$ cat src/rtl/linebuf_pkg.sv
// -----------------------------------------------------------------------------
// linebuf_pkg
// Shared definitions for the line-buffer writer: geometry of one scanline
// (128 words of 16 eight-bit pixels), the span request record, the span FSM
// state encoding and the clipped span-end helper.
// -----------------------------------------------------------------------------
package linebuf_pkg;

   localparam int LB_WORDS        = 128;
   localparam int LB_PIX_PER_WORD = 16;
   localparam int LB_ADDR_W       = 11;   // pixel address width
   localparam int LB_WORD_W       = 7;    // word address width
   localparam int LB_WE_W         = 16;   // one write enable per pixel
   localparam int LB_DATA_W       = 128;  // 16 pixels x 8 bits

   typedef struct packed {
      logic [LB_ADDR_W-1:0] x;
      logic [LB_ADDR_W-1:0] len;
      logic [7:0]           colour;
   } span_t;

   typedef enum logic {
      ST_IDLE = 1'b0,
      ST_SPAN = 1'b1
   } span_state_t;

   // Last pixel covered by a span, saturated at the end of the line.
   // Only meaningful for len > 0.
   function automatic logic [LB_ADDR_W-1:0] span_end(input logic [LB_ADDR_W-1:0] x,
                                                     input logic [LB_ADDR_W-1:0] len);
      logic [LB_ADDR_W:0] sum;
      sum = {1'b0, x} + {1'b0, len} - 12'd1;
      return sum[LB_ADDR_W] ? '1 : sum[LB_ADDR_W-1:0];
   endfunction

endpackage

$ cat src/rtl/linebuffer_writer_if.sv
// -----------------------------------------------------------------------------
// linebuffer_writer_if
// Request side of the line-buffer writer: span fill requests and buffer flip
// requests.
//   span_valid/span_ready : span request handshake; span_x, span_len,
//                           span_colour are the payload.
//   flip_req/flip_ready   : buffer swap handshake (no payload).
// Handshake rule (both channels): a transfer happens on a rising clk_draw edge
// where valid (or flip_req) and ready are both 1. The master holds the payload
// stable while valid is high; ready may depend combinationally on the
// requests, never the other way round.
// Modports: master = requester, slave = linebuffer_writer.
// -----------------------------------------------------------------------------
interface linebuffer_writer_if;
   import linebuf_pkg::*;

   logic                 span_valid;
   logic                 span_ready;
   logic [LB_ADDR_W-1:0] span_x;
   logic [LB_ADDR_W-1:0] span_len;
   logic [7:0]           span_colour;
   logic                 flip_req;
   logic                 flip_ready;

   modport master (
      output span_valid, span_x, span_len, span_colour, flip_req,
      input  span_ready, flip_ready
   );

   modport slave (
      input  span_valid, span_x, span_len, span_colour, flip_req,
      output span_ready, flip_ready
   );

endinterface

$ cat src/rtl/span_mask.sv
// -----------------------------------------------------------------------------
// span_mask
// Combinational per-pixel write-enable mask for one word of a span.
//   word      : word index being written
//   start_pix : first pixel of the span
//   end_pix   : last pixel of the span (already clipped)
//   mask      : bit 15-p enables pixel p of the word
// -----------------------------------------------------------------------------
module span_mask
   import linebuf_pkg::*;
(
   input  logic [LB_WORD_W-1:0] word,
   input  logic [LB_ADDR_W-1:0] start_pix,
   input  logic [LB_ADDR_W-1:0] end_pix,
   output logic [LB_WE_W-1:0]   mask
);

   always_comb begin
      mask = '0;
      for (int p = 0; p < LB_PIX_PER_WORD; p++) begin
         mask[LB_PIX_PER_WORD-1-p] = ({word, 4'(p)} >= start_pix) &&
                                     ({word, 4'(p)} <= end_pix);
      end
   end

endmodule

$ cat src/rtl/linebuffer_writer.sv
// -----------------------------------------------------------------------------
// linebuffer_writer
// Draw-domain writer for a double-buffered scanline. A span engine fills runs
// of pixels in the off-screen buffer one word per cycle; after a flip, a clear
// sweep wipes the new off-screen buffer (the one just scanned out) word by
// word, staying behind the pixel-side scanout pointer.
// Ports:
//   clk_draw, rst_draw : clock, synchronous active-high reset
//   req                : span / flip request interface (slave)
//   scan_word          : scanout word index, synchronised, non-decreasing per line
//   buffsel_draw       : buffer select
//   addr/we/colour_off_draw : off-screen write port (span fills)
//   addr/we/colour_on_draw  : on-screen clear port (clear sweep)
//   busy               : span engine or clear sweep active
//   state_dbg          : span FSM state
// -----------------------------------------------------------------------------
module linebuffer_writer
   import linebuf_pkg::*;
#(
   parameter logic [7:0] CLEAR_COLOUR = 8'h00
) (
   input  logic                 clk_draw,
   input  logic                 rst_draw,
   linebuffer_writer_if.slave   req,
   input  logic [LB_WORD_W-1:0] scan_word,
   output logic                 buffsel_draw,
   output logic [LB_WORD_W-1:0] addr_off_draw,
   output logic [LB_WE_W-1:0]   we_off_draw,
   output logic [LB_DATA_W-1:0] colour_off_draw,
   output logic [LB_WORD_W-1:0] addr_on_draw,
   output logic                 we_on_draw,
   output logic [LB_DATA_W-1:0] colour_on_draw,
   output logic                 busy,
   output span_state_t          state_dbg
);

   span_state_t          state, state_next;
   logic [LB_ADDR_W-1:0] start_q, end_q;
   logic [LB_WORD_W-1:0] cur_word, last_word;
   logic                 sweep_active, sweep_next;
   logic [LB_WORD_W-1:0] clear_ptr, scan_prev;

   span_t                req_span;
   logic [LB_ADDR_W-1:0] req_end;
   logic                 span_accept, span_go, flip_accept;
   logic                 span_last, clear_last, clear_fire;
   logic [LB_WORD_W-1:0] mask_word;
   logic [LB_ADDR_W-1:0] mask_start, mask_end;
   logic [LB_WE_W-1:0]   mask;

   assign req_span  = '{x: req.span_x, len: req.span_len, colour: req.span_colour};
   assign req_end   = span_end(req_span.x, req_span.len);
   assign state_dbg = state;

   // Span wins over flip: span_ready only drops for a flip that will really be
   // taken this cycle (no span pending and the previous sweep finished).
   assign req.span_ready = !rst_draw && (state == ST_IDLE) &&
                           !(req.flip_req && !req.span_valid && !sweep_active);
   assign req.flip_ready = !rst_draw && (state == ST_IDLE) &&
                           !req.span_valid && !sweep_active;

   assign span_accept = req.span_valid && req.span_ready;
   assign span_go     = span_accept && (req_span.len != '0);
   assign flip_accept = req.flip_req && req.flip_ready;
   assign span_last   = (cur_word == last_word);
   assign clear_last  = (clear_ptr == LB_WORD_W'(LB_WORDS-1));

   // A word may be cleared only once scanout has moved past it. The last word
   // is never strictly behind scanout, so it waits for the end-of-line wrap.
   assign clear_fire = sweep_active &&
                       (clear_last ? (scan_word < scan_prev) : (scan_word > clear_ptr));

   always_comb begin
      state_next = state;
      if (state == ST_IDLE) begin
         if (span_go) state_next = ST_SPAN;
      end else begin
         if (span_last) state_next = ST_IDLE;
      end

      sweep_next = sweep_active;
      if (flip_accept)                    sweep_next = 1'b1;
      else if (clear_fire && clear_last)  sweep_next = 1'b0;

      // Mask source: the first word comes straight from the request, later
      // words from the latched span bounds.
      if (state == ST_SPAN) begin
         mask_word  = cur_word + LB_WORD_W'(1);
         mask_start = start_q;
         mask_end   = end_q;
      end else begin
         mask_word  = req_span.x[LB_ADDR_W-1:4];
         mask_start = req_span.x;
         mask_end   = req_end;
      end
   end

   span_mask u_span_mask (
      .word      (mask_word),
      .start_pix (mask_start),
      .end_pix   (mask_end),
      .mask      (mask)
   );

   always_ff @(posedge clk_draw) begin
      if (rst_draw) begin
         state           <= ST_IDLE;
         start_q         <= '0;
         end_q           <= '0;
         cur_word        <= '0;
         last_word       <= '0;
         sweep_active    <= 1'b0;
         clear_ptr       <= '0;
         scan_prev       <= '0;
         buffsel_draw    <= 1'b0;
         addr_off_draw   <= '0;
         we_off_draw     <= '0;
         colour_off_draw <= '0;
         addr_on_draw    <= '0;
         we_on_draw      <= 1'b0;
         colour_on_draw  <= '0;
         busy            <= 1'b0;
      end else begin
         state        <= state_next;
         sweep_active <= sweep_next;
         busy         <= (state_next != ST_IDLE) || sweep_next;
         scan_prev    <= scan_word;
         we_off_draw  <= '0;
         we_on_draw   <= 1'b0;

         // Span engine: outputs are registered, so the first word is issued
         // on the accepting edge and each SPAN cycle shows one write.
         if (state == ST_IDLE) begin
            if (span_go) begin
               start_q         <= req_span.x;
               end_q           <= req_end;
               cur_word        <= req_span.x[LB_ADDR_W-1:4];
               last_word       <= req_end[LB_ADDR_W-1:4];
               addr_off_draw   <= req_span.x[LB_ADDR_W-1:4];
               we_off_draw     <= mask;
               colour_off_draw <= {LB_PIX_PER_WORD{req_span.colour}};
            end
         end else if (!span_last) begin
            cur_word      <= mask_word;
            addr_off_draw <= mask_word;
            we_off_draw   <= mask;
         end

         // Flip and clear sweep.
         if (flip_accept) begin
            buffsel_draw <= ~buffsel_draw;
            clear_ptr    <= '0;
         end else if (clear_fire) begin
            addr_on_draw   <= clear_ptr;
            we_on_draw     <= 1'b1;
            colour_on_draw <= {LB_PIX_PER_WORD{CLEAR_COLOUR}};
            clear_ptr      <= clear_ptr + LB_WORD_W'(1);
         end
      end
   end

endmodule
$ cat src/flat_wrapper.sv
// flat-port wrapper written by rule: the top's interface ports become plain ports
module linebuffer_writer_flat import linebuf_pkg::*;
#(
   parameter logic [7:0] CLEAR_COLOUR = 8'h00
)
  (clk_draw, rst_draw, scan_word, buffsel_draw, addr_off_draw, we_off_draw, colour_off_draw, addr_on_draw, we_on_draw, colour_on_draw, busy, state_dbg, req_span_valid, req_span_x, req_span_len, req_span_colour, req_flip_req, req_span_ready, req_flip_ready);
  linebuffer_writer_if req_i ();
  input  logic clk_draw;
  input  logic rst_draw;
  input  logic [LB_WORD_W-1:0] scan_word;
  output logic buffsel_draw;
  output logic [LB_WORD_W-1:0] addr_off_draw;
  output logic [LB_WE_W-1:0] we_off_draw;
  output logic [LB_DATA_W-1:0] colour_off_draw;
  output logic [LB_WORD_W-1:0] addr_on_draw;
  output logic we_on_draw;
  output logic [LB_DATA_W-1:0] colour_on_draw;
  output logic busy;
  output span_state_t state_dbg;
  input wire logic [$bits(req_i.span_valid)-1:0] req_span_valid;
  input wire logic [$bits(req_i.span_x)-1:0] req_span_x;
  input wire logic [$bits(req_i.span_len)-1:0] req_span_len;
  input wire logic [$bits(req_i.span_colour)-1:0] req_span_colour;
  input wire logic [$bits(req_i.flip_req)-1:0] req_flip_req;
  output wire logic [$bits(req_i.span_ready)-1:0] req_span_ready;
  output wire logic [$bits(req_i.flip_ready)-1:0] req_flip_ready;
  assign req_i.span_valid = req_span_valid;
  assign req_i.span_x = req_span_x;
  assign req_i.span_len = req_span_len;
  assign req_i.span_colour = req_span_colour;
  assign req_i.flip_req = req_flip_req;
  assign req_span_ready = req_i.span_ready;
  assign req_flip_ready = req_i.flip_ready;
  linebuffer_writer #(.CLEAR_COLOUR(CLEAR_COLOUR)) u_core (.clk_draw(clk_draw), .rst_draw(rst_draw), .req(req_i), .scan_word(scan_word), .buffsel_draw(buffsel_draw), .addr_off_draw(addr_off_draw), .we_off_draw(we_off_draw), .colour_off_draw(colour_off_draw), .addr_on_draw(addr_on_draw), .we_on_draw(we_on_draw), .colour_on_draw(colour_on_draw), .busy(busy), .state_dbg(state_dbg));
endmodule
$ cat config.mk
export PLATFORM = sky130hd
export DESIGN_NAME = linebuffer_writer_flat
export DESIGN_NICKNAME = d
export VERILOG_FILES = /design/src/rtl/linebuf_pkg.sv /design/src/rtl/linebuffer_writer_if.sv /design/src/rtl/span_mask.sv /design/src/rtl/linebuffer_writer.sv /design/src/flat_wrapper.sv
export SDC_FILE = /design/constraint.sdc
export NUM_CORES = 1
export LEC_CHECK = 0
export BUFFER_PORTS_ARGS = -buffer_cell sky130_fd_sc_hd__buf_2
export CAP_MARGIN = 20
export CORE_MARGIN = 10
export CORE_UTILIZATION = 48
export DETAILED_ROUTE_END_ITERATION = 7
export PLACE_DENSITY = 0.82
export SYNTH_ARGS = -nofsm -noshare
export SYNTH_HDL_FRONTEND = slang
export SYNTH_SLANG_ARGS = --single-unit
$ cat constraint.sdc
create_clock -name clk_draw -period 6.2 [get_ports clk_draw]
set_clock_uncertainty 0.2 [all_clocks]
set_input_delay 1.24 -clock clk_draw [delete_from_list [all_inputs] [get_ports clk_draw]]
set_output_delay 1.24 -clock clk_draw [all_outputs]
set_load 0.005 [all_outputs]
Word level (Yosys, flattened, before mapping)
Cells that the tools add are included.
{ "totals": {"n_memories": 0, "romBits": 0, "mem_bits_rw": 0, "latchBits": 0, "reg_bits": 206, "elab_cells": 113} }
{ "classes": {"magnitude_cmp": 34, "n_reduce_logical": 38, "n_div": 0, "addsub": 4, "muxes": 17, "shift": 0, "n_eq_ne": 3, "multipliers": 0, "bitwise_logic": 3} }
{ "op_table": {"columns": ["operator", "count"], "rows": [
  ["$ge A11 B11 Y1", 16],
  ["$le A11 B11 Y1", 16],
  ["$mux W16", 3],
  ["$mux W11", 3],
  ["$mux W7", 4],
  ["$logic_and A1 B1 Y1", 27],
  ["$add A7 B1 Y7 const B", 2],
  ["$add A11 B11 Y12", 1],
  ["$sub A12 B1 Y12 const B", 1],
  ["$reduce_bool A11 Y1", 1],
  ["$eq A7 B7 Y1", 1],
  ["$eq A7 B7 Y1 const B", 1],
  ["$gt A7 B7 Y1", 1],
  ["$lt A7 B7 Y1", 1],
  ["$mux W1", 7],
  ["$reduce_and A2 Y1", 3],
  ["$logic_not A1 Y1", 4],
  ["$not A1 Y1", 3],
  ["$ne A2 B2 Y1 const B", 1],
  ["$reduce_bool A2 Y1", 1],
  ["$reduce_or A2 Y1", 1],
  ["$logic_or A1 B1 Y1", 1]
]} }

Depth between registers and ports, before layout
Gate-level depths: netlist (run 1).
{ "depth": {"depth_word": 10, "ltp_mapped": 21, "ltp_nobuf": 19} }

Hierarchy
A second synthesis (run 1) with hierarchy kept.
{ "unflattened": {"cells_unflattened": 931, "area_unflattened_um2": 7081.8} }
{ "by_module_without_submodules": {"columns": ["mod", "cells_per_inst", "area_per_inst_um2", "instances"], "rows": [
  ["linebuffer_writer", 776, 6119.6, 1],
  ["span_mask", 155, 962.2, 1]
]} }

Worst setup path after synthesis (run 1)
OpenSTA, ideal clock, no wires.
{ "synth_timing": {"path_kind": "input -> register", "start": "in req_span_x[1]", "end": "reg u_core.we_off_draw[1]", "path_buffers": 2, "stages": 20, "arrival_time_ns": 5.266, "setup_ns": 0.112, "path_slack_ns": 0.622, "path_cell_list": "inv_1 -> ha_1 -> inv_1 -> ha_1 -> inv_1 -> fa_1 -> nand2b_1 -> a21oi_1 -> o21ai_2 -> a211o_4 -> buf_6 -> clkbuf_1 -> o31ai_1 -> ha_1 -> a21o_1 -> a21o_1 -> a221oi_1 -> o221ai_1 -> a21boi_1 -> a2111oi_1"} }
{ "synth_via": {"elab_chain_len": 8} }
{ "synth_rtl": {"columns": ["element", "line_no", "rtl"], "rows": [
  ["start, declared", "flat_wrapper.sv:21", "input wire logic [$bits(req_i.span_x)-1:0] req_span_x;"],
  ["$add A11 B11 Y12", "linebuf_pkg.sv:32", "sum = {1'b0, x} + {1'b0, len} - 12'd1;"],
  ["$sub A12 B1 Y12", "linebuf_pkg.sv:32", null],
  ["$mux W11", "linebuf_pkg.sv:33", "return sum[LB_ADDR_W] ? '1 : sum[LB_ADDR_W-1:0];"],
  ["$mux W11", "linebuffer_writer.sv:87", "if (state == ST_SPAN) begin"],
  ["$le A11 B11 Y1", "span_mask.sv:22", "({word, 4'(p)} <= end_pix);"],
  ["$logic_and A1 B1 Y1 (*)", "span_mask.sv:21", "mask[LB_PIX_PER_WORD-1-p] = ({word, 4'(p)} >= start_pix) &&"],
  ["$mux W16 (on tied branches)", "linebuffer_writer.sv:134, linebuffer_writer.sv:143", null],
  ["$mux W16 (*)", "linebuffer_writer.sv:133", "if (state == ST_IDLE) begin"],
  ["end signal, assigned", "linebuffer_writer.sv:140", "we_off_draw <= mask;"],
  ["end signal, assigned", "linebuffer_writer.sv:146", "we_off_draw <= mask;"],
  ["end, declared", "linebuffer_writer.sv:28", "output logic [LB_WE_W-1:0] we_off_draw,"]
]} }
Every way passes the cells marked *; elsewhere a longest branch is shown, timed or not.
A chain may end at the register's enable or synchronous reset.

Worst setup path in the final report (run 1)
{ "layout_timing": {"start": "in req_span_x[1]", "end": "reg u_core.we_off_draw[3]"} }
Same word-level chain as after synthesis.

==> results of run 1 <==
cells in the mapped netlist, drive strengths merged, types with 4 or more instances:
library cell	n
buf	253
dfxtp	79
nand2	78
inv	68
o21ai	64
ha	52
a21oi	43
nor2	39
nand3	27
clkbuf	25
mux2i	18
nor3	15
nand4	13
xor2	11
a211oi	10
o31ai	10
nand2b	9
nor2b	9
xnor2	9
a21o	7
a31oi	7
and3	6
nor4	6
a221oi	5
o211ai	5
o31a	4
or2	4
or3	4
through the flow:
stage               setup slack (ps)  total power [W]
floorplan                        622          0.00131
finish                           525          0.00203
detailed placement               224          0.00144
global route                     119          0.00216
CTS                              582          0.00203
global placement                 412          0.00142
where the power goes:
part           internal, W  switching, W  total, W
Sequential        0.000574     0.0000691  0.000643
Clock             0.000364      0.000218  0.000582
Combinational     0.000322      0.000482  0.000804
sequential cells by signal, summed over array words and instances, names as in the netlist, 7 cells and up:
register,flops
u_core.addr_on_draw,7
u_core.clear_ptr,7
u_core.colour_off_draw,8
u_core.cur_word,7
u_core.last_word,7
u_core.scan_prev,7
u_core.start_q,11
u_core.we_off_draw,16
cells by family (layout without fill, tap and decap cells):
group,after synthesis,in the layout,share of synthesized area [%]
buffers and inverters,347,297,32.0
AND/OR/NAND/NOR,214,214,14.3
AO/OA/AOI/OAI,179,179,16.6
flip-flops,79,79,22.5
adder cells (fa/ha/maj),53,53,9.54
XOR/XNOR,20,20,2.49
multiplexers,18,18,2.56
other,1,128,0.0534
worst max-delay path, stage by stage:
cell and delay, ps:
buf_2 100, inv_1 110, ha_1 240, inv_1 60, ha_1 160, inv_1 50, fa_1 380, nand2b_1 180
a21oi_1 260, o21ai_2 140, a211o_4 460, or3_1 370, o21ai_0 90, ha_1 150, nand4_1 160, nor2_1 230
nand2_1 200, a221oi_2 590, nand3_2 150, a2111oi_2 400
final timing paths:
| check | end | cells after the start |
|---|---|---|
| setup reg to reg | u_core.we_off_draw[3]$_SDFF_PP0_ | 10 |
| hold reg to reg | u_core.start_q[5]$_SDFFE_PP0P_ | 2 |
| setup / recovery | u_core.we_off_draw[3]$_SDFF_PP0_ | 20 |
| hold / removal | u_core.start_q[5]$_SDFFE_PP0P_ | 2 |
layer usage:
metal	GRT usage (%)	up-vias
met5	0	-
met4	6.20	0
met3	6.01	30
met2	30.5	291
met1	19.6	2658
li1	-	2839
cell type report:
type | instances | share of cell area [%]
clock inverters | 5 | 1.13
well taps | 184 | 3.20
repair buffers | 212 | 15.3
flip-flops and latches | 79 | 22.0
multi-input cells | 612 | 51.3
inverters | 69 | 3.60
clock buffers | 11 | 3.38
cells in the final DEF (no fill, tap or decap), drive strengths merged, types with 5 or more instances in the layout:
cell	Yosys	layout
o31ai	10	10
o211ai	5	5
a21o	7	7
nand3	27	27
and3	6	6
xor2	11	11
clkbuf	25	11
a211oi	10	10
conb	1	128
a31oi	7	7
nand2	78	78
nand4	13	13
a21oi	43	43
ha	52	52
dfxtp	79	79
buf	253	212
mux2i	18	18
nor3	15	15
o21ai	64	64
nor2	39	39
nor2b	9	9
a221oi	5	5
nand2b	9	9
xnor2	9	9
inv	68	68
nor4	6	6
==> run_results.csv, run 1 <==
group,metric,value,unit
run_status,status,"complete, no violations",
cts,root_buffer,"clkbuf_16",
logic_synthesis,ys_top_cells_by_area,"buf_4, dfxtp_1, ha_1",
power_and_ir_drop,powerDensity,282,nW/um2
sta,max_freq,176,MHz
critical_path,start_kind,"input pin",
detailed_routing,route.met3.wl,1.74,mm
critical_path,rrSetupSlack,2170,ps
cts,clockBufferDepth,2,
cts,cts_buffers,9,
sta,min_period_over_period,91.5,%
detailed_routing,topRoutingLayerUsed,"met4",
logic_synthesis,yosysWarnings,0,
detailed_routing,wl_met1,7.26,mm
detailed_routing,num_vias,5818,
cts,cts_max_level,3,
sta,rsz0062_at_grt,"false",
detailed_routing,wl_met2,9.33,mm
global_routing,grt_max_degree,62,
layout,utilization,49.8,%
detailed_routing,ant_nets,0,
critical_path,cp_max_fo,23,
detailed_routing,drc_errors,0,
detailed_routing,wl,18.7,mm
placed_design,place_area,6840,um2
detailed_routing,vias_per_cell,4.96,
placed_design,dpl.cell_count,1155,
floorplan,die_h,141,um
global_routing,antenna_found_initial,0,
floorplan,core,14400,um2
critical_path,r2r_start,"u_core.state_dbg$_SDFF_PP0_",
layout,stdcell_count,1172,
critical_path,path_class,"input pin to flip-flop",
detailed_routing,drtIter0Drc,466,
logic_synthesis,ys_ff_latch,79,
cts,cts_tree,"yes",
layout,drive_above_1_share,24.9,%
logic_synthesis,synthArstFlopShare,0,%
critical_path,startpoint,"req_span_x[1]",
floorplan,die_area,19900,um2
global_routing,grt_pass1_vias,5708,
power_and_ir_drop,ir_drop,0.174,mV
sta,setup_viol,0,
logic_synthesis,avgSynthCellArea,7.71,um2
logic_synthesis,synth.distinct_cells,63,
logic_synthesis,ys_seq_area_share,22.5,%
layout,syn2layout_area_growth,2.30,%
floorplan,rows,44,
cts,post_cts_buffers,0,
global_routing,grtUsageTotal,17.6,%
logic_synthesis,synth_top_cell_by_area,"buf_4",
layout,nNetsFinal,1077,
critical_path,cp.required,6240,ps
sta,slew_violations,0,
detailed_routing,drt_pass1_iterations,5,
power_and_ir_drop,p_leak,3.76,nW
layout,fin_area,7190,um2
logic_synthesis,synth_cells,911,
hold_path,hold_path.class,"flip-flop to flip-flop",
layout,fill_cells,1369,
sta,hold_ws,261,ps
hold_path,hp-start,"u_core.start_q[5]$_SDFFE_PP0P_",
logic_synthesis,syn_area,7030,um2
placed_design,hpwl,14.8,mm
layout,register_area,1580,um2
sta,max-slew-margin-rel,39.6,%
global_routing,grt_overflow,0,
global_routing,grt_pass1_wl,29.1,mm
placed_design,finalWeightedCongestion,0.928,
logic_synthesis,synth_edf_count,0,
cts,clk_pin_slew_worst_paths,60,ps
logic_synthesis,synth_top_cell_area_share,26.6,%
flow_run,maxCapViolCount,0,
floorplan,ios,333,
sta,max_slew.worst_pin.slew,900,ps
critical_path,worstPathArrival,5720,ps
detailed_routing,wl_per_cell,15.9,um
cts,clkSinkCount,79,
layout,multiInputGateArea,3690,um2
sta,period_minus_slack,5670,ps
layout,diodes,0,
floorplan,dieWidth,141,um
floorplan,start_util,48.7,%
logic_synthesis,ys.flop_type,"dfxtp_1",
critical_path,end_kind,"flip-flop",
sta,tns,0,ps
placed_design,port_buffers,204,
cts,clock_latency,350,ps
sta,final_hold_viol_count,0,
cts,cts.repair.resized,0,
cts,hold_buffers,0,
No activity file was read; power rests on OpenSTA's default activity.
==> run 2, diff against run 1 <==
--- a/config.mk
+++ b/config.mk
@@ -8,9 +8,9 @@
 export BUFFER_PORTS_ARGS = -buffer_cell sky130_fd_sc_hd__buf_2
 export CAP_MARGIN = 20
 export CORE_MARGIN = 10
-export CORE_UTILIZATION = 48
+export CORE_UTILIZATION = 40
 export DETAILED_ROUTE_END_ITERATION = 7
-export PLACE_DENSITY = 0.82
+export PLACE_DENSITY = 0.71
 export SYNTH_ARGS = -nofsm -noshare
 export SYNTH_HDL_FRONTEND = slang
 export SYNTH_SLANG_ARGS = --single-unit
==> run 2 against run 1 <==
Against the previous run: critical path depth unchanged; register-to-register slack improved by 70 ps; sequential power about the same; worst setup slack improved by 83 ps; flip-flop and latch count unchanged; first-iteration DRC count decreased by 14%; largest power group unchanged.
==> run_results.csv, run 2 (same netlist as run 1, synthesis figures left out) <==
group,metric,value,unit
run_status,status,"complete, no violations",
detailed_routing,wl_per_cell,15.7,um
placed_design,hpwl,15.2,mm
layout,fin_area,7210,um2
cts,clockBufferDepth,2,
sta,setup_viol,0,
critical_path,worstPathArrival,5640,ps
floorplan,dieWidth,153,um
power_and_ir_drop,combPwrFrac,39.4,%
layout,largest_reg_flops,16,
floorplan,rows,48,
sta,max-slew-margin-rel,47.0,%
power_and_ir_drop,p_seq_share,32.0,%
global_routing,busiest_layer,"met2",
power_and_ir_drop,intPower,0.00125,W
layout,syn2layout_area_growth,2.62,%
power_and_ir_drop,power_frac_clock,28.6,%
detailed_routing,drc_errors,0,
hold_path,hold_path.class,"flip-flop to flip-flop",
sta,final_hold_viol_count,0,
detailed_routing,num_vias,5705,
critical_path,start_kind,"input pin",
global_routing,use_met2,27.1,%
power_and_ir_drop,ir_drop,0.137,mV
floorplan,core,17200,um2
placed_design,port_buffers,204,
power_and_ir_drop,switching_share,38.2,%
critical_path,end_kind,"flip-flop",
layout,multiInputGateArea,3690,um2
layout,diodes,0,
cts,cts_buffers,9,
layout,drive_above_1_share,24.8,%
layout,final_cell_mix,"buf_2, conb_1, nand2_1, dfxtp_1, inv_1",
placed_design,dpl.cell_count,1197,
layout,top_register,"u_core.we_off_draw",
global_routing,grtUsageTotal,15.2,%
global_routing,grtUsageMet3,4.12,%
global_routing,grt_pass1_wl,29.7,mm
layout,top_regs,"u_core.we_off_draw x16, u_core.start_q x11, u_core.colour_off_draw x8",
cts,cts_max_level,3,
sta,min_period_over_period,90.2,%
global_routing,grt_pass1_vias,5633,
global_routing,grt_max_degree,63,
floorplan,die_area,23300,um2
detailed_routing,drt_pass1_iterations,5,
sta,hold_ws,260,ps
flow_run,maxCapViolCount,0,
sta,rsz0062_at_grt,"false",
cts,clock_latency,350,ps
cts,cts_tree,"yes",
power_and_ir_drop,p_sw,0.000770,W
placed_design,finalWeightedCongestion,0.927,
cts,cts.repair.resized,0,
global_routing,antenna_found_initial,0,
detailed_routing,wl,19.1,mm
cts,clk_pin_slew_worst_paths,70,ps
detailed_routing,vias_per_cell,4.70,
critical_path,cp.required,6250,ps
detailed_routing,drtIter0Drc,402,
layout,fill_cells,1787,
sta,slew_violations,0,
sta,max_freq,179,MHz
floorplan,die_h,153,um
critical_path,path_class,"input pin to flip-flop",
floorplan,start_util,40.8,%
cts,post_cts_buffers,0,
detailed_routing,ant_nets,0,
cts,clkSinkCount,79,
critical_path,cp_max_fo,23,
layout,nNetsFinal,1077,
floorplan,ios,333,
placed_design,place_area,6900,um2
power_and_ir_drop,powerDensity,280,nW/um2
sta,max_slew.worst_pin.slew,790,ps
layout,register_area,1580,um2
global_routing,grt_overflow,0,
layout,final_common_cell,"buf_2",
sta,period_minus_slack,5590,ps
cts,hold_buffers,0,
cts,root_buffer,"clkbuf_16",
power_and_ir_drop,p_leak,3.75,nW
layout,stdcell_count,1213,
power_and_ir_drop,finalPower,0.00202,W
global_routing,grt_use_met1,17.6,%
sta,tns,0,ps
==> run 2: worst max-delay path, stage by stage <==
cell and delay (ps):
buf_2 100, inv_1 100, ha_1 240, inv_1 60
ha_1 160, inv_1 50, fa_1 380, nand2b_1 180
a21oi_1 260, o21ai_2 130, a211o_4 460, or3_1 380
o21ai_0 90, ha_1 150, nand4_1 130, nor2_1 220
nand2_1 210, a221oi_2 580, nand3_2 140, a2111oi_2 370
==> run 2: routing by layer <==
metal | part of all wire, % | routed length [um]
met1 | 42 | 8030
met2 | 50 | 9540
met3 | 6.8 | 1290
met4 | 1.2 | 225
met5 | 0 | 0
==> run 2: layout make-up <==
type	instances	share of cell area, %
Clock buffer	11	3.23
Clock inverter	5	1.15
Inverter	69	3.59
Multi-Input combinational cell	612	51.2
Sequential cell	79	22.0
Tap cell	225	3.90
Timing Repair Buffer	212	15.0
==> run 2: metrics by stage <==
step                      setup slack, ps  utilization [%]
after global routing                  371             41.8
after floorplan                       622                -
after CTS                             665             41.8
final                                 608             41.8
after detailed placement              305             40.0
after global placement                434             40.0
==> run 2: power groups by stage <==
stage	clock [W]	combinational, W	sequential (W)
floorplan	0	0.000670	0.000637
global placement	0	0.000775	0.000654
finish	0.000577	0.000794	0.000646
detailed placement	0	0.000787	0.000658
CTS	0.000594	0.000791	0.000646
global route	0.000612	0.000888	0.000658
==> run 2: worst paths after layout <==
path	startpoint	end	slack, ps	cells past startpoint
min reg2reg	u_core.start_q[3]$_SDFFE_PP0P_	u_core.start_q[3]$_SDFFE_PP0P_	260	2
min	u_core.start_q[3]$_SDFFE_PP0P_	u_core.start_q[3]$_SDFFE_PP0P_	260	2
max	req_span_x[1]	u_core.we_off_draw[3]$_SDFF_PP0_	610	20
max reg2reg	u_core.state_dbg$_SDFF_PP0_	u_core.we_off_draw[3]$_SDFF_PP0_	2240	10
==> run 3, diff against run 2 <==
--- a/config.mk
+++ b/config.mk
@@ -8,9 +8,10 @@
 export BUFFER_PORTS_ARGS = -buffer_cell sky130_fd_sc_hd__buf_2
 export CAP_MARGIN = 20
 export CORE_MARGIN = 10
-export CORE_UTILIZATION = 40
+export CORE_UTILIZATION = 45
 export DETAILED_ROUTE_END_ITERATION = 7
-export PLACE_DENSITY = 0.71
+export PLACE_DENSITY = 0.78
+export RECOVER_POWER = 100
 export SYNTH_ARGS = -nofsm -noshare
 export SYNTH_HDL_FRONTEND = slang
 export SYNTH_SLANG_ARGS = --single-unit
==> run 3 against run 2 <==
Against the previous run: flip-flop and latch count did not move; register-to-register slack got worse by 640 ps; the run now ends with max-capacitance violations, max-slew violations left; clock power rose by 1%; non-clock buffer count rose by 1; sequential share of layout area rose by 0.56 points; largest power group unchanged; sequential power barely moved.
==> run_results.csv, run 3 (same netlist as run 1, synthesis figures left out) <==
group,metric,value,unit
detailed_routing,wl,18.8,mm
critical_path,ff2ff_path_depth,9,
layout,top_register,"u_core.we_off_draw",
sta,slew_violations,63,
sta,final_hold_viol_count,0,
sta,max_slew.worst_pin.slew,2360,ps
detailed_routing,ant_nets,0,
global_routing,grt_pass1_wl,29.2,mm
sta,hold_ws,264,ps
layout,final_cell_mix,"clkbuf_1, conb_1, dfxtp_1, nand2_1, buf_2",
layout,utilization,46.0,%
floorplan,start_util,46.1,%
layout,largest_reg_flops,16,
cts,cts_max_level,3,
power_and_ir_drop,finalPower,0.00200,W
global_routing,grt_max_degree,63,
layout,drive_above_1_share,11.0,%
layout,diodes,0,
cts,clock_latency,360,ps
cts,cts.repair.resized,0,
detailed_routing,drc_errors,0,
sta,setup_viol,0,
floorplan,ios,333,
critical_path,path_class,"input pin to flip-flop",
power_and_ir_drop,powerDensity,284,nW/um2
floorplan,dieWidth,145,um
cts,cts_tree,"yes",
sta,period_minus_slack,5500,ps
sta,setup_ws,703,ps
critical_path,cp_max_fo,23,
critical_path,worstPathArrival,5520,ps
sta,tns,0,ps
global_routing,grtUsageTotal,16.7,%
global_routing,antenna_found_initial,0,
detailed_routing,vias_per_cell,4.74,
hold_path,hold_path.class,"flip-flop to flip-flop",
detailed_routing,drtIter0Drc,353,
placed_design,finalWeightedCongestion,0.892,
sta,rsz0062_at_grt,"false",
cts,root_buffer,"clkbuf_16",
floorplan,die_h,145,um
detailed_routing,num_vias,5690,
cts,clockBufferDepth,2,
global_routing,grt_pass1_vias,5513,
sta,max-slew-margin-rel,-57.6,%
sta,max_freq,182,MHz
power_and_ir_drop,p_leak,3.23,nW
cts,clk_pin_slew_worst_paths,70,ps
layout,top_regs,"u_core.we_off_draw x16, u_core.start_q x11, u_core.colour_off_draw x8",
flow_run,maxCapViolCount,1,
layout,final_common_cell,"clkbuf_1",
layout,syn2layout_area_growth,-0.0178,%
placed_design,pre_cts_ws,452,ps
critical_path,cp.required,6230,ps
sta,min_period_over_period,88.7,%
run_status,violations,"max-capacitance violations, max-slew violations",
floorplan,die_area,21000,um2
placed_design,hpwl,15.0,mm
run_status,status,"finished, violations left",
floorplan,core,15300,um2
power_and_ir_drop,ir_drop,0.159,mV
cts,cts_buffers,9,
global_routing,grt_overflow,0,
cts,clkSinkCount,79,
detailed_routing,drt_pass1_iterations,5,
detailed_routing,wl_per_cell,15.6,um
critical_path,start_kind,"input pin",
cts,hold_buffers,0,
layout,fill_cells,1619,
cts,post_cts_buffers,0,
floorplan,rows,45,
placed_design,port_buffers,204,
layout,nNetsFinal,1078,
critical_path,end_kind,"flip-flop",
hold_path,hold_depth,2,
run 3: metrics by stage:
step                      std cells  cell area (um2)
final                          1200             7030
after global routing           1200             7030
after CTS                      1199             7200
after detailed placement       1183             6880
after global placement         1183             6880
after floorplan                1038             7500
run 3: per-layer routing:
layer	track usage, %	share of wire (%)
met5	0	0
met3	5.81	7.4
met2	28.9	49
met1	19.3	43
met4	3.63	0.97
run 3: worst max-delay path, cell delays in order:
cell,delay (ps)
clkbuf_1,90
inv_1,80
ha_1,280
inv_1,60
ha_1,160
inv_1,60
fa_1,380
nand2b_1,180
a21oi_1,260
o21ai_2,140
a211o_4,450
o31ai_1,290
ha_1,300
a21o_1,160
a21o_1,180
a221oi_1,380
o221ai_1,220
clkbuf_1,220
a2111oi_0,400
run 3: area by class of cell:
type / instances / area (um2) / area share [%]
Multi-Input combinational cell: 612 / 3680 / 52.3
Sequential cell: 79 / 1580 / 22.5
Timing Repair Buffer: 213 / 922 / 13.1
Tap cell: 211 / 264 / 3.76
Inverter: 69 / 259 / 3.69
Clock buffer: 9 / 225 / 3.21
Clock inverter: 7 / 96.3 / 1.37
run 3: power breakdown:
| part | total [W] | internal, W | switching, W |
|---|---|---|---|
| clock network | 0.000585 | 0.000354 | 0.000231 |
| registers | 0.000646 | 0.000574 | 0.0000720 |
| logic | 0.000766 | 0.000292 | 0.000474 |
| total | 0.00200 | 0.00122 | 0.000778 |
run 3: path summary, 6_finish.rpt:
check	startpoint	to	slack, ps
max	req_span_x[1]	u_core.we_off_draw[3]$_SDFF_PP0_	700
max reg2reg	u_core.state_dbg$_SDFF_PP0_	u_core.we_off_draw[2]$_SDFF_PP0_	1600
min reg2reg	u_core.start_q[8]$_SDFFE_PP0P_	u_core.start_q[8]$_SDFFE_PP0P_	260
min	u_core.start_q[8]$_SDFFE_PP0P_	u_core.start_q[8]$_SDFFE_PP0P_	260
